### src/rtl/nox_utils_pkg.sv
// nox_utils_pkg
// Shared types for the AXI memory arbiter: arbiter FSM state enums, the
// master/slave AXI4 bundle structs and bus width constants.
// Ports: none (package).
package nox_utils_pkg;

  localparam int NUM_ARB_MASTERS = 2;
  localparam int AXI_ADDR_W      = 32;
  localparam int AXI_DATA_W      = 32;
  localparam int AXI_ID_W        = 4;

  localparam logic [1:0] AXI_RESP_OKAY = 2'b00;

  typedef enum logic [1:0] {
    RD_IDLE,
    RD_ADDR,
    RD_DATA
  } arb_rd_st_t;

  typedef enum logic [1:0] {
    WR_IDLE,
    WR_ADDR,
    WR_DATA,
    WR_RESP
  } arb_wr_st_t;

  // Master-to-slave direction of one AXI4 port.
  typedef struct packed {
    logic [AXI_ID_W-1:0]     awid;
    logic [AXI_ADDR_W-1:0]   awaddr;
    logic [7:0]              awlen;
    logic [2:0]              awsize;
    logic [1:0]              awburst;
    logic                    awvalid;
    logic [AXI_DATA_W-1:0]   wdata;
    logic [AXI_DATA_W/8-1:0] wstrb;
    logic                    wlast;
    logic                    wvalid;
    logic                    bready;
    logic [AXI_ID_W-1:0]     arid;
    logic [AXI_ADDR_W-1:0]   araddr;
    logic [7:0]              arlen;
    logic [2:0]              arsize;
    logic [1:0]              arburst;
    logic                    arvalid;
    logic                    rready;
  } s_axi_mosi_t;

  // Slave-to-master direction of one AXI4 port.
  typedef struct packed {
    logic                  awready;
    logic                  wready;
    logic [AXI_ID_W-1:0]   bid;
    logic [1:0]            bresp;
    logic                  bvalid;
    logic                  arready;
    logic [AXI_ID_W-1:0]   rid;
    logic [AXI_DATA_W-1:0] rdata;
    logic [1:0]            rresp;
    logic                  rlast;
    logic                  rvalid;
  } s_axi_miso_t;

endpackage

### src/rtl/axi_arb_rr_pick.sv
// axi_arb_rr_pick
// Two-requester picker with a registered priority pointer. The grant is
// combinational from req and the pointer. With NOX_ARB_RR_EN defined the
// pointer moves to the master that was not served whenever update pulses;
// otherwise the pointer stays at INIT_PRIO forever (fixed priority).
// Ports:
//   clk, rst  clock and asynchronous active-low reset
//   req       request vector, bit i = master i
//   update    one-cycle strobe: the served transaction completed
//   served    index of the master whose transaction completed
//   gnt       one-hot grant, 0 when no request
module axi_arb_rr_pick
  import nox_utils_pkg::*;
#(
  parameter int INIT_PRIO = 0
) (
  input  logic                       clk,
  input  logic                       rst,
  input  logic [NUM_ARB_MASTERS-1:0] req,
  input  logic                       update,
  input  logic                       served,
  output logic [NUM_ARB_MASTERS-1:0] gnt
);

  logic prio;

`ifdef NOX_ARB_RR_EN
  always_ff @(posedge clk or negedge rst) begin
    if (!rst)        prio <= INIT_PRIO[0];
    else if (update) prio <= ~served;
  end
`else
  logic unused_update;
  assign unused_update = update ^ served;

  always_ff @(posedge clk or negedge rst) begin
    if (!rst) prio <= INIT_PRIO[0];
    else      prio <= prio;
  end
`endif

  always_comb begin
    gnt = '0;
    if (req[prio])       gnt[prio]  = 1'b1;
    else if (req[~prio]) gnt[~prio] = 1'b1;
  end

endmodule

### src/rtl/axi_mem_arbiter.sv
// axi_mem_arbiter
// Shares one AXI4 slave (the on-chip RAM wrapper) between the fetch port
// (master 0) and the load/store port (master 1). Read and write channels are
// arbitrated independently, one transaction in flight per channel, grant held
// until the burst terminates on rlast / wlast+B. Adds one cycle of
// address-phase latency. Build macro NOX_ARB_RR_EN selects round-robin
// arbitration; default is fixed priority at INIT_PRIO.
// Ports:
//   clk, rst                 clock, asynchronous active-low reset
//   m0_axi_mosi/m0_axi_miso  master 0 (fetch) request/response
//   m1_axi_mosi/m1_axi_miso  master 1 (LSU) request/response
//   s_axi_mosi/s_axi_miso    towards/from the memory wrapper
//   rd_gnt, wr_gnt           one-hot channel grants, 0 while idle
//
// Read FSM
//   state    | meaning
//   RD_IDLE  | no read owner; arbitrate on arvalid
//   RD_ADDR  | granted master's AR forwarded to slave
//   RD_DATA  | slave R routed to granted master until rlast
// Write FSM
//   state    | meaning
//   WR_IDLE  | no write owner; arbitrate on awvalid
//   WR_ADDR  | granted master's AW forwarded, W held off
//   WR_DATA  | W forwarded until wlast
//   WR_RESP  | slave B routed to granted master
module axi_mem_arbiter
  import nox_utils_pkg::*;
#(
  parameter int INIT_PRIO = 0
) (
  input  logic                       clk,
  input  logic                       rst,
  input  s_axi_mosi_t                m0_axi_mosi,
  output s_axi_miso_t                m0_axi_miso,
  input  s_axi_mosi_t                m1_axi_mosi,
  output s_axi_miso_t                m1_axi_miso,
  output s_axi_mosi_t                s_axi_mosi,
  input  s_axi_miso_t                s_axi_miso,
  output logic [NUM_ARB_MASTERS-1:0] rd_gnt,
  output logic [NUM_ARB_MASTERS-1:0] wr_gnt
);

  arb_rd_st_t rd_st, rd_st_d;
  arb_wr_st_t wr_st, wr_st_d;

  logic [NUM_ARB_MASTERS-1:0] rd_gnt_d, wr_gnt_d;
  logic [NUM_ARB_MASTERS-1:0] ar_req, aw_req;
  logic [NUM_ARB_MASTERS-1:0] rd_pick, wr_pick;
  logic                       rd_idx, wr_idx;
  logic                       rd_done, wr_done;
  s_axi_mosi_t                rd_src, wr_src;
  s_axi_miso_t                m_miso [NUM_ARB_MASTERS];

  assign ar_req = {m1_axi_mosi.arvalid, m0_axi_mosi.arvalid};
  assign aw_req = {m1_axi_mosi.awvalid, m0_axi_mosi.awvalid};

  // Routing follows the registered grant, never the transaction ID.
  assign rd_idx = rd_gnt[1];
  assign wr_idx = wr_gnt[1];
  assign rd_src = rd_idx ? m1_axi_mosi : m0_axi_mosi;
  assign wr_src = wr_idx ? m1_axi_mosi : m0_axi_mosi;

  assign rd_done = (rd_st == RD_DATA) && s_axi_miso.rvalid && rd_src.rready
                   && s_axi_miso.rlast;
  assign wr_done = (wr_st == WR_RESP) && s_axi_miso.bvalid && wr_src.bready;

  axi_arb_rr_pick #(.INIT_PRIO(INIT_PRIO)) u_rd_pick (
    .clk    (clk),
    .rst    (rst),
    .req    (ar_req),
    .update (rd_done),
    .served (rd_idx),
    .gnt    (rd_pick)
  );

  axi_arb_rr_pick #(.INIT_PRIO(INIT_PRIO)) u_wr_pick (
    .clk    (clk),
    .rst    (rst),
    .req    (aw_req),
    .update (wr_done),
    .served (wr_idx),
    .gnt    (wr_pick)
  );

  always_ff @(posedge clk or negedge rst) begin
    if (!rst) begin
      rd_st  <= RD_IDLE;
      wr_st  <= WR_IDLE;
      rd_gnt <= '0;
      wr_gnt <= '0;
    end else begin
      rd_st  <= rd_st_d;
      wr_st  <= wr_st_d;
      rd_gnt <= rd_gnt_d;
      wr_gnt <= wr_gnt_d;
    end
  end

  always_comb begin
    rd_st_d  = rd_st;
    rd_gnt_d = rd_gnt;
    case (rd_st)
      RD_IDLE: if (|ar_req) begin
        rd_st_d  = RD_ADDR;
        rd_gnt_d = rd_pick;
      end
      RD_ADDR: if (rd_src.arvalid && s_axi_miso.arready) rd_st_d = RD_DATA;
      RD_DATA: if (rd_done) begin
        rd_st_d  = RD_IDLE;
        rd_gnt_d = '0;
      end
      default: begin
        rd_st_d  = RD_IDLE;
        rd_gnt_d = '0;
      end
    endcase
  end

  always_comb begin
    wr_st_d  = wr_st;
    wr_gnt_d = wr_gnt;
    case (wr_st)
      WR_IDLE: if (|aw_req) begin
        wr_st_d  = WR_ADDR;
        wr_gnt_d = wr_pick;
      end
      WR_ADDR: if (wr_src.awvalid && s_axi_miso.awready) wr_st_d = WR_DATA;
      WR_DATA: if (wr_src.wvalid && s_axi_miso.wready && wr_src.wlast)
        wr_st_d = WR_RESP;
      WR_RESP: if (wr_done) begin
        wr_st_d  = WR_IDLE;
        wr_gnt_d = '0;
      end
      default: begin
        wr_st_d  = WR_IDLE;
        wr_gnt_d = '0;
      end
    endcase
  end

  // Everything not owned by the current state stays at zero, so the
  // non-granted master only ever sees idle readies/valids.
  always_comb begin
    s_axi_mosi = '0;
    m_miso[0]  = '0;
    m_miso[1]  = '0;

    if (rd_st == RD_ADDR) begin
      s_axi_mosi.arid        = rd_src.arid;
      s_axi_mosi.araddr      = rd_src.araddr;
      s_axi_mosi.arlen       = rd_src.arlen;
      s_axi_mosi.arsize      = rd_src.arsize;
      s_axi_mosi.arburst     = rd_src.arburst;
      s_axi_mosi.arvalid     = rd_src.arvalid;
      m_miso[rd_idx].arready = s_axi_miso.arready;
    end

    if (rd_st == RD_DATA) begin
      s_axi_mosi.rready     = rd_src.rready;
      m_miso[rd_idx].rid    = s_axi_miso.rid;
      m_miso[rd_idx].rdata  = s_axi_miso.rdata;
      m_miso[rd_idx].rresp  = s_axi_miso.rresp;
      m_miso[rd_idx].rlast  = s_axi_miso.rlast;
      m_miso[rd_idx].rvalid = s_axi_miso.rvalid;
    end

    if (wr_st == WR_ADDR) begin
      s_axi_mosi.awid        = wr_src.awid;
      s_axi_mosi.awaddr      = wr_src.awaddr;
      s_axi_mosi.awlen       = wr_src.awlen;
      s_axi_mosi.awsize      = wr_src.awsize;
      s_axi_mosi.awburst     = wr_src.awburst;
      s_axi_mosi.awvalid     = wr_src.awvalid;
      m_miso[wr_idx].awready = s_axi_miso.awready;
    end

    // W issued before the AW handshake simply waits here with wready low.
    if (wr_st == WR_DATA) begin
      s_axi_mosi.wdata      = wr_src.wdata;
      s_axi_mosi.wstrb      = wr_src.wstrb;
      s_axi_mosi.wlast      = wr_src.wlast;
      s_axi_mosi.wvalid     = wr_src.wvalid;
      m_miso[wr_idx].wready = s_axi_miso.wready;
    end

    if (wr_st == WR_RESP) begin
      s_axi_mosi.bready     = wr_src.bready;
      m_miso[wr_idx].bid    = s_axi_miso.bid;
      m_miso[wr_idx].bresp  = s_axi_miso.bresp;
      m_miso[wr_idx].bvalid = s_axi_miso.bvalid;
    end
  end

  assign m0_axi_miso = m_miso[0];
  assign m1_axi_miso = m_miso[1];

endmodule
### config.mk
export PLATFORM = sky130hd
export DESIGN_NAME = axi_mem_arbiter
export DESIGN_NICKNAME = d
export VERILOG_FILES = /design/src/rtl/nox_utils_pkg.sv /design/src/rtl/axi_arb_rr_pick.sv /design/src/rtl/axi_mem_arbiter.sv
export SDC_FILE = /design/constraint.sdc
export NUM_CORES = 1
export LEC_CHECK = 0
export ABC_AREA = 1
export CORE_AREA = 8 8 218 220
export DETAILED_ROUTE_END_ITERATION = 10
export DIE_AREA = 0 0 226 228
export HOLD_SLACK_MARGIN = 0.1
export PLACE_DENSITY_LB_ADDON = 0.3
export SLEW_MARGIN = 20
export SYNTH_ARGS = -nofsm -noshare
export SYNTH_HDL_FRONTEND = slang
export SYNTH_SLANG_ARGS = --single-unit
export TNS_END_PERCENT = 100
### constraint.sdc
create_clock -name clk -period 4.44 [get_ports clk]
set_clock_uncertainty 0.2 [all_clocks]
set_input_delay 0.444 -clock clk [delete_from_list [all_inputs] [get_ports clk]]
set_output_delay 0.444 -clock clk [all_outputs]
set_load 0.02 [all_outputs]
# Word level (Yosys, flattened, before mapping)
# Cells that the tools add are included.
# totals
elab_cells,105
regBits,8
inputBits,332
# op_classes
eq_ne,12
muxes,61
magnitude_cmp,4
n_reduce_logical,20
bitwise_logic,4
# ops
cell,n
$bwmux W100,10
$demux W50 S1,11
$mux W100,5
$mux W50,3
$mux W140,1
$and A100 B100 Y100,1
$mux W51,1
$mux W49,1
$mux W48,1
$mux W44,1
$mux W42,1
$mux W41,1
$mux W40,1
$mux W38,1
$mux W36,1
$mux W2,14
$ne A2 B2 Y1 const B,6
$pmux W2 S3,2
$logic_and A1 B1 Y1,11
$reduce_and A3 Y1,3
$pmux W2 S4,1
$eq A2 B2 Y1 const B,3
$eq A2 B1 Y1 const B,2
$ge A2 B2 Y1 const B,2
11 further kinds,17

# Longest topological paths before layout
# Gate-level depths: netlist (run 1).
# logic_depth
depth_word,21
depth_mapped,8
ltp_nobuf,8

# Modules after synthesis
# A second synthesis (run 1) with hierarchy kept.
# hier_totals
cells_unflattened,708
hier_area_um2,3189.3
# by_module_without_submodules
module,cells_per_inst,seq_area_each_um2,area_per_inst_um2,instances
axi_mem_arbiter,702,200.2,3154.3,1
axi_arb_rr_pick,3,0.0,17.5,2

# Worst setup path after synthesis (run 1)
# Ideal clock, no wire load.
# synth_path
kind,reg-to-output
startpoint,register wr_st[0]
endpoint,output m0_axi_miso[48] (netlist bit)
setup_slack_ns,2.375
stages_incl_launch_ff,6
arrival_ns,1.421
n_path_buf,1
cell_sequence,dfrtp_1 -> inv_1 -> ha_1 -> inv_1 -> clkbuf_1 -> nor3_1
# synth_rtl
element,line,rtl
"start, declared",axi_mem_arbiter.sv:44,"arb_wr_st_t wr_st, wr_st_d;"
"start signal, assigned",axi_mem_arbiter.sv:93,wr_st <= wr_st_d;
"end, declared",axi_mem_arbiter.sv:34,"output s_axi_miso_t m0_axi_miso,"

==> results.sh, run 1 <==
export IMPL_ys_ff_latch=8
export IMPL_cts_resized=0
export IMPL_numCtsBuffers=3
export IMPL_syn_inst=704
export IMPL_synth_top_area_share=0.368
export IMPL_drive_above_1_share=0.0153
export IMPL_drtIter0Drc=203
export IMPL_synth_distinct_cells=20
export IMPL_pwr_density_cell_nw_per_um2=452
export IMPL_ctsHoldBuffers=0
export IMPL_hold_violations=0
export IMPL_yosysTopAreaCell="nand2_1"
export IMPL_synth_seq_area_share=0.0643
export IMPL_syn_to_final_growth_pct=206
export IMPL_fin_nets=1577
export IMPL_synth_area_leaders="nand2_1 37%, a21oi_1 22%, nor2_1 12%"
export IMPL_max_slew_margin=0.308
export IMPL_gp_congestion=0.918
export IMPL_vdd_ir_drop_max_mv=0.384
export IMPL_max_cap_violations=0
export IMPL_routedWlPerCell_um=15.9
export IMPL_dieArea_sq_um=51500
export IMPL_yosysMostFrequentCell="nand2_1"
export IMPL_hold_path_cell_count=2
export IMPL_r2r_start="wr_gnt[1]"
export IMPL_path_clk_slew_ps=40
export IMPL_min_delay_worst_endpoint="wr_gnt[0]"
export IMPL_grt_usage=0.102
export IMPL_r2r_end="wr_st[0]"
export IMPL_initial_core_util=0.0710
export IMPL_stdcell_count=1833
export IMPL_grt_max_degree=64
export IMPL_min_path_type="register to register"
export IMPL_post_place_cells=1827
export IMPL_cts_tree="done"
export IMPL_synth_commonest_cells="305 x nand2_1, 136 x a21oi_1, 101 x nor2_1"
export IMPL_core_region_area_sq_um=43800
export IMPL_endpoint_kind="primary output"
export IMPL_hold_start="wr_gnt[0]"
export IMPL_async_flop_share=1.00
export IMPL_die_h_um=228
export IMPL_drt_wl_total_um=29100
export IMPL_fmax_mhz=303
export IMPL_status="finished clean"
export IMPL_cts_max_level=1
export IMPL_drc=0
export IMPL_cp_data_arrival_time_ps=2650
export IMPL_period_minus_slack_ps=3300
export IMPL_num_vias=6407
export IMPL_crit_path_start_kind="register"
export IMPL_clkSinkCount=8
export IMPL_synth_edf_count=0
export IMPL_rsz0062_at_grt="no"
export IMPL_via_per_inst=3.50
export IMPL_yosysWarnings=0
export IMPL_yosys_most_used_dff="dfrtp_1"
export IMPL_hpwl_um=25300
export IMPL_die_x_um=226
export IMPL_worstSkewPairLatency_ps=230
export IMPL_finalSetupViolations=0
export IMPL_clockBufferDepth=2
export IMPL_holdWs_ps=267
export IMPL_finalSetupTns_ps=0
export IMPL_netlist_area_sq_um=3110
export IMPL_drv_slew=0
export IMPL_ios=576
export IMPL_cp_max_fo=63
export IMPL_antenna_left=0
export IMPL_critical_path_class="register to primary output"
export IMPL_rrSetupSlack_ps=2170
export IMPL_grt_pass1_wl_um=41200
export IMPL_detail_route_first_pass_iterations=4
export IMPL_fin_crit_sh=0.743
export IMPL_grt_pass1_vias=6517
export IMPL_synthesis_nets=1041
export IMPL_worst_pin_slew_ps=1040
export IMPL_synth_area_per_cell_sq_um=4.42
export IMPL_antenna_found_initial=3
export IMPL_required_ps=3800
export IMPL_post_cts_buffers=0
export IMPL_num_rows=77
export IMPL_portBuffers=575
export IMPL_p_leak_uw=0.00385
export IMPL_gr_total_overflow=0
export IMPL_clockRootBuffer="clkbuf_16"
export IMPL_reg2reg_depth=8
-- power by group --
group / leakage [uW] / internal (uW) / switching (uW)
Combinational: 0.00371 / 1670 / 2300
Sequential: 0.0000987 / 113 / 79.3
Clock: 0.0000382 / 120 / 39.4
-- metal layers --
layer	wire length, um	GRT usage	vias up
met5	27	0	-
met1	10400	0.0992	2793
met2	14900	0.197	361
li1	-	-	3227
met4	417	0.0187	4
met3	3380	0.0444	22
-- cell usage in the layout (no fill, tap or decap) --
master,n
clkdlybuf4s50_1,575
nand2_1,305
a21oi_1,136
nor2_1,101
inv_1,65
buf_4,9
nor3_1,8
dfrtp_1,7
o21ai_0,6
ha_1,5
nand3_1,4
inv_2,3
nand4_1,3
clkbuf_16,3
diode_2,2
o21ai_1,2
clkinv_1,1
o21a_1,1
a21oi_2,1
or2_2,1
clkbuf_1,1
buf_12,1
dfrtp_4,1
-- flip-flops by register name, summed over array words and instances (netlist names) --
signal / count
wr_st: 2
rd_gnt: 2
wr_gnt: 2
rd_st: 2
-- critical path, cell delays in order (launching register included) --
cell and delay [ps]:
dfrtp_4 680, buf_4 590, nand2_1 230, a21oi_1 210, clkdlybuf4s50_1 630
-- worst max path at each step --
stage,cells after the start,end,start
after floorplan,5,m0_axi_miso[48],wr_st[0]
after global placement,4,s_axi_mosi[65],wr_gnt[1]
after detailed placement,4,s_axi_mosi[65],wr_gnt[1]
after CTS,4,s_axi_mosi[65],wr_gnt[1]
after global routing,4,s_axi_mosi[116],wr_gnt[1]
final,4,s_axi_mosi[88],wr_gnt[1]
-- final cells by class --
type | instances | area, sq um
multi-input combinational | 573 | 2410
clock buffer | 4 | 78.8
inverter | 69 | 259
tap | 592 | 741
antenna | 2 | 5.00
fill | 4945 | 34300
timing repair buffer | 585 | 5840
sequential | 8 | 204
-- metrics by stage --
step	instance area (sq um)	utilization	total power [uW]	worst slack, ps
after detailed placement	9460	0.216	4230	1310
after global placement	9460	0.216	4230	1330
after CTS	9530	0.217	4410	1050
after floorplan	3110	-	2240	2380
final	9540	0.218	4310	1140
after global routing	9530	0.217	4660	968
-- cell families (layout without fill, tap and decap cells) --
kind of cell    after synthesis  in the layout  synth area share
simple gates                422            422             0.517
flops                         8              8            0.0643
buf+inv                     123            658             0.162
compound gates              146            146             0.237
other cells                   0              2                 0
fa+ha+maj                     5              5            0.0201
Note: power is estimated with default switching activity, not from simulation.
==> inputs of run 2 (changes only) <==
--- a/config.mk
+++ b/config.mk
@@ -6,9 +6,9 @@
 export NUM_CORES = 1
 export LEC_CHECK = 0
 export ABC_AREA = 1
-export CORE_AREA = 8 8 218 220
+export CORE_AREA = 8 8 217 219
 export DETAILED_ROUTE_END_ITERATION = 10
-export DIE_AREA = 0 0 226 228
+export DIE_AREA = 0 0 225 227
 export HOLD_SLACK_MARGIN = 0.1
 export PLACE_DENSITY_LB_ADDON = 0.3
 export SLEW_MARGIN = 20
==> constraint.sdc (replaced) <==
create_clock -name clk -period 3.5 [get_ports clk]
set_clock_uncertainty 0.2 [all_clocks]
set_input_delay 0.35 -clock clk [delete_from_list [all_inputs] [get_ports clk]]
set_output_delay 0.35 -clock clk [all_outputs]
set_load 0.02 [all_outputs]
==> results.sh, run 2 (synthesized netlist as in run 1, its figures left out) <==
export IMPL_antenna_found_initial=0
export IMPL_dpl_cell_area_sq_um=9520
export IMPL_drtIter0Drc=249
export IMPL_fin_crit_sh=0.889
export IMPL_critPathMaxStageDelay_ps=630
export IMPL_clockRootBuffer="clkbuf_16"
export IMPL_ctsHoldBuffers=0
export IMPL_grt_pass1_vias=6511
export IMPL_via_per_inst=3.51
export IMPL_period_minus_slack_ps=3110
export IMPL_clkSinkCount=8
export IMPL_gr_total_overflow=0
export IMPL_ios=576
export IMPL_drv_slew=0
export IMPL_syn_to_final_growth_pct=208
export IMPL_fmax_mhz=321
export IMPL_grt_max_degree=92
export IMPL_path_clk_slew_ps=40
export IMPL_critical_path_top_delay_family="buffers and inverters"
export IMPL_initial_core_util=0.0714
export IMPL_gp_congestion=0.964
export IMPL_finalSetupTns_ps=0
export IMPL_vdd_ir_drop_max_mv=0.286
export IMPL_dieArea_sq_um=51100
export IMPL_num_rows=77
export IMPL_grt_pass1_wl_um=39500
export IMPL_crit_buf_inv=4
export IMPL_rsz0062_at_grt="no"
export IMPL_crit_path_cell_trace="inv_1 -> ha_1 -> clkinv_1 -> buf_4 -> a21oi_1 -> clkdlybuf4s50_1"
export IMPL_critical_path_slowest_cell="clkdlybuf4s50_1"
export IMPL_endpoint_kind="primary output"
export IMPL_p_leak_uw=0.00388
export IMPL_drive_above_1_share=0.0201
export IMPL_grt_usage=0.0985
export IMPL_worstSkewPairLatency_ps=230
export IMPL_detail_route_first_pass_iterations=4
export IMPL_required_ps=2950
export IMPL_status="finished clean"
export IMPL_die_x_um=225
export IMPL_cp_max_fo=33
export IMPL_final_common_cell="clkdlybuf4s50_1"
export IMPL_finalSetupViolations=0
export IMPL_worst_pin_slew_ps=787
export IMPL_post_cts_buffers=0
export IMPL_die_h_um=227
export IMPL_layout_common_cells="572 x clkdlybuf4s50_1, 305 x nand2_1, 136 x a21oi_1"
export IMPL_antenna_left=0
export IMPL_fin_area_sq_um=9590
export IMPL_pwr_density_cell_nw_per_um2=579
export IMPL_hpwl_um=24800
export IMPL_cts_max_level=1
export IMPL_num_vias=6433
export IMPL_routedWlPerCell_um=15.6
export IMPL_cts_tree="done"
export IMPL_core_region_area_sq_um=43600
export IMPL_cts_resized=0
export IMPL_min_path_type="input port to async pin"
export IMPL_max_slew_margin=0.474
export IMPL_n_antenna_cell=0
export IMPL_clockBufferDepth=2
export IMPL_portBuffers=575
export IMPL_cp_data_arrival_time_ps=2560
export IMPL_critical_path_class="register to primary output"
export IMPL_hold_violations=0
export IMPL_max_cap_violations=0
export IMPL_drt_wl_total_um=28700
export IMPL_drc=0
export IMPL_numCtsBuffers=3
export IMPL_fin_nets=1580
export IMPL_crit_path_start_kind="register"
[run 2: worst reg2reg max path: stages (launching register included)]
cell and delay [ps]:
dfrtp_2 600, inv_2 160, buf_12 290, nand2_1 250, nand2_1 160, nand3_1 110, nand2_1 110, nand3_1 110
nand2_1 80, nand2_1 50
[run 2: final cells by class]
class	instances	area (sq um)
sequential	8	203
fill	4972	34000
clock buffer	3	75.1
multi-input combinational	573	2410
timing repair buffer	588	5910
tap	592	741
inverter	69	259
[run 2: final timing paths]
| check | cells past startpoint | end | startpoint | slack (ps) |
|---|---|---|---|---|
| worst max-delay path | 6 | s_axi_mosi[114] | wr_st[1] | 390 |
| worst min-delay path | 1 | rd_gnt[0] | rst | 230 |
| worst max register to register | 9 | wr_st[1] | wr_gnt[1] | 1270 |
| worst min register to register | 2 | wr_gnt[0] | wr_gnt[0] | 280 |
| max in group asynchronous | 1 | wr_gnt[1] | rst | 2520 |
| min in group clk | 2 | wr_gnt[0] | wr_gnt[0] | 280 |
[run 2: where the power goes]
part | switching, uW | total (uW) | internal [uW] | leakage, uW
logic | 2970 | 5140 | 2180 | 0.00375
clock network | 45.9 | 193 | 147 | 0.0000370
registers | 79.6 | 221 | 142 | 0.0000975
total | 3090 | 5560 | 2460 | 0.00388
[run 2: routing by layer]
metal	routed length, um	part of all wire	GRT usage	vias to the layer above
met4	536	0.019	0.0211	0
met5	0	0	0	-
met3	3020	0.11	0.0375	20
li1	-	-	-	3231
met2	14500	0.51	0.186	375
met1	10600	0.37	0.103	2807
[run 2: metrics by stage]
stage / power [uW] / std cells / util / hold slack (ps) / setup WS, ps
2_1_floorplan: 2840 / 704 / - / -146 / 1530
3_3_place_gp: 5440 / 1830 / 0.218 / 271 / 621
3_5_place_dp: 5410 / 1830 / 0.218 / 276 / 589
4_1_cts: 5640 / 1833 / 0.220 / 263 / 328
5_1_grt: 5970 / 1833 / 0.220 / 279 / 215
6_report: 5560 / 1833 / 0.220 / 234 / 389
==> inputs of run 3 (changes only) <==
--- a/config.mk
+++ b/config.mk
@@ -11,7 +11,6 @@
 export DIE_AREA = 0 0 225 227
 export HOLD_SLACK_MARGIN = 0.1
 export PLACE_DENSITY_LB_ADDON = 0.3
-export SLEW_MARGIN = 20
 export SYNTH_ARGS = -nofsm -noshare
 export SYNTH_HDL_FRONTEND = slang
 export SYNTH_SLANG_ARGS = --single-unit
==> results of run 3 <==
Final layout, timing and power as in run 2 (identical DEF).
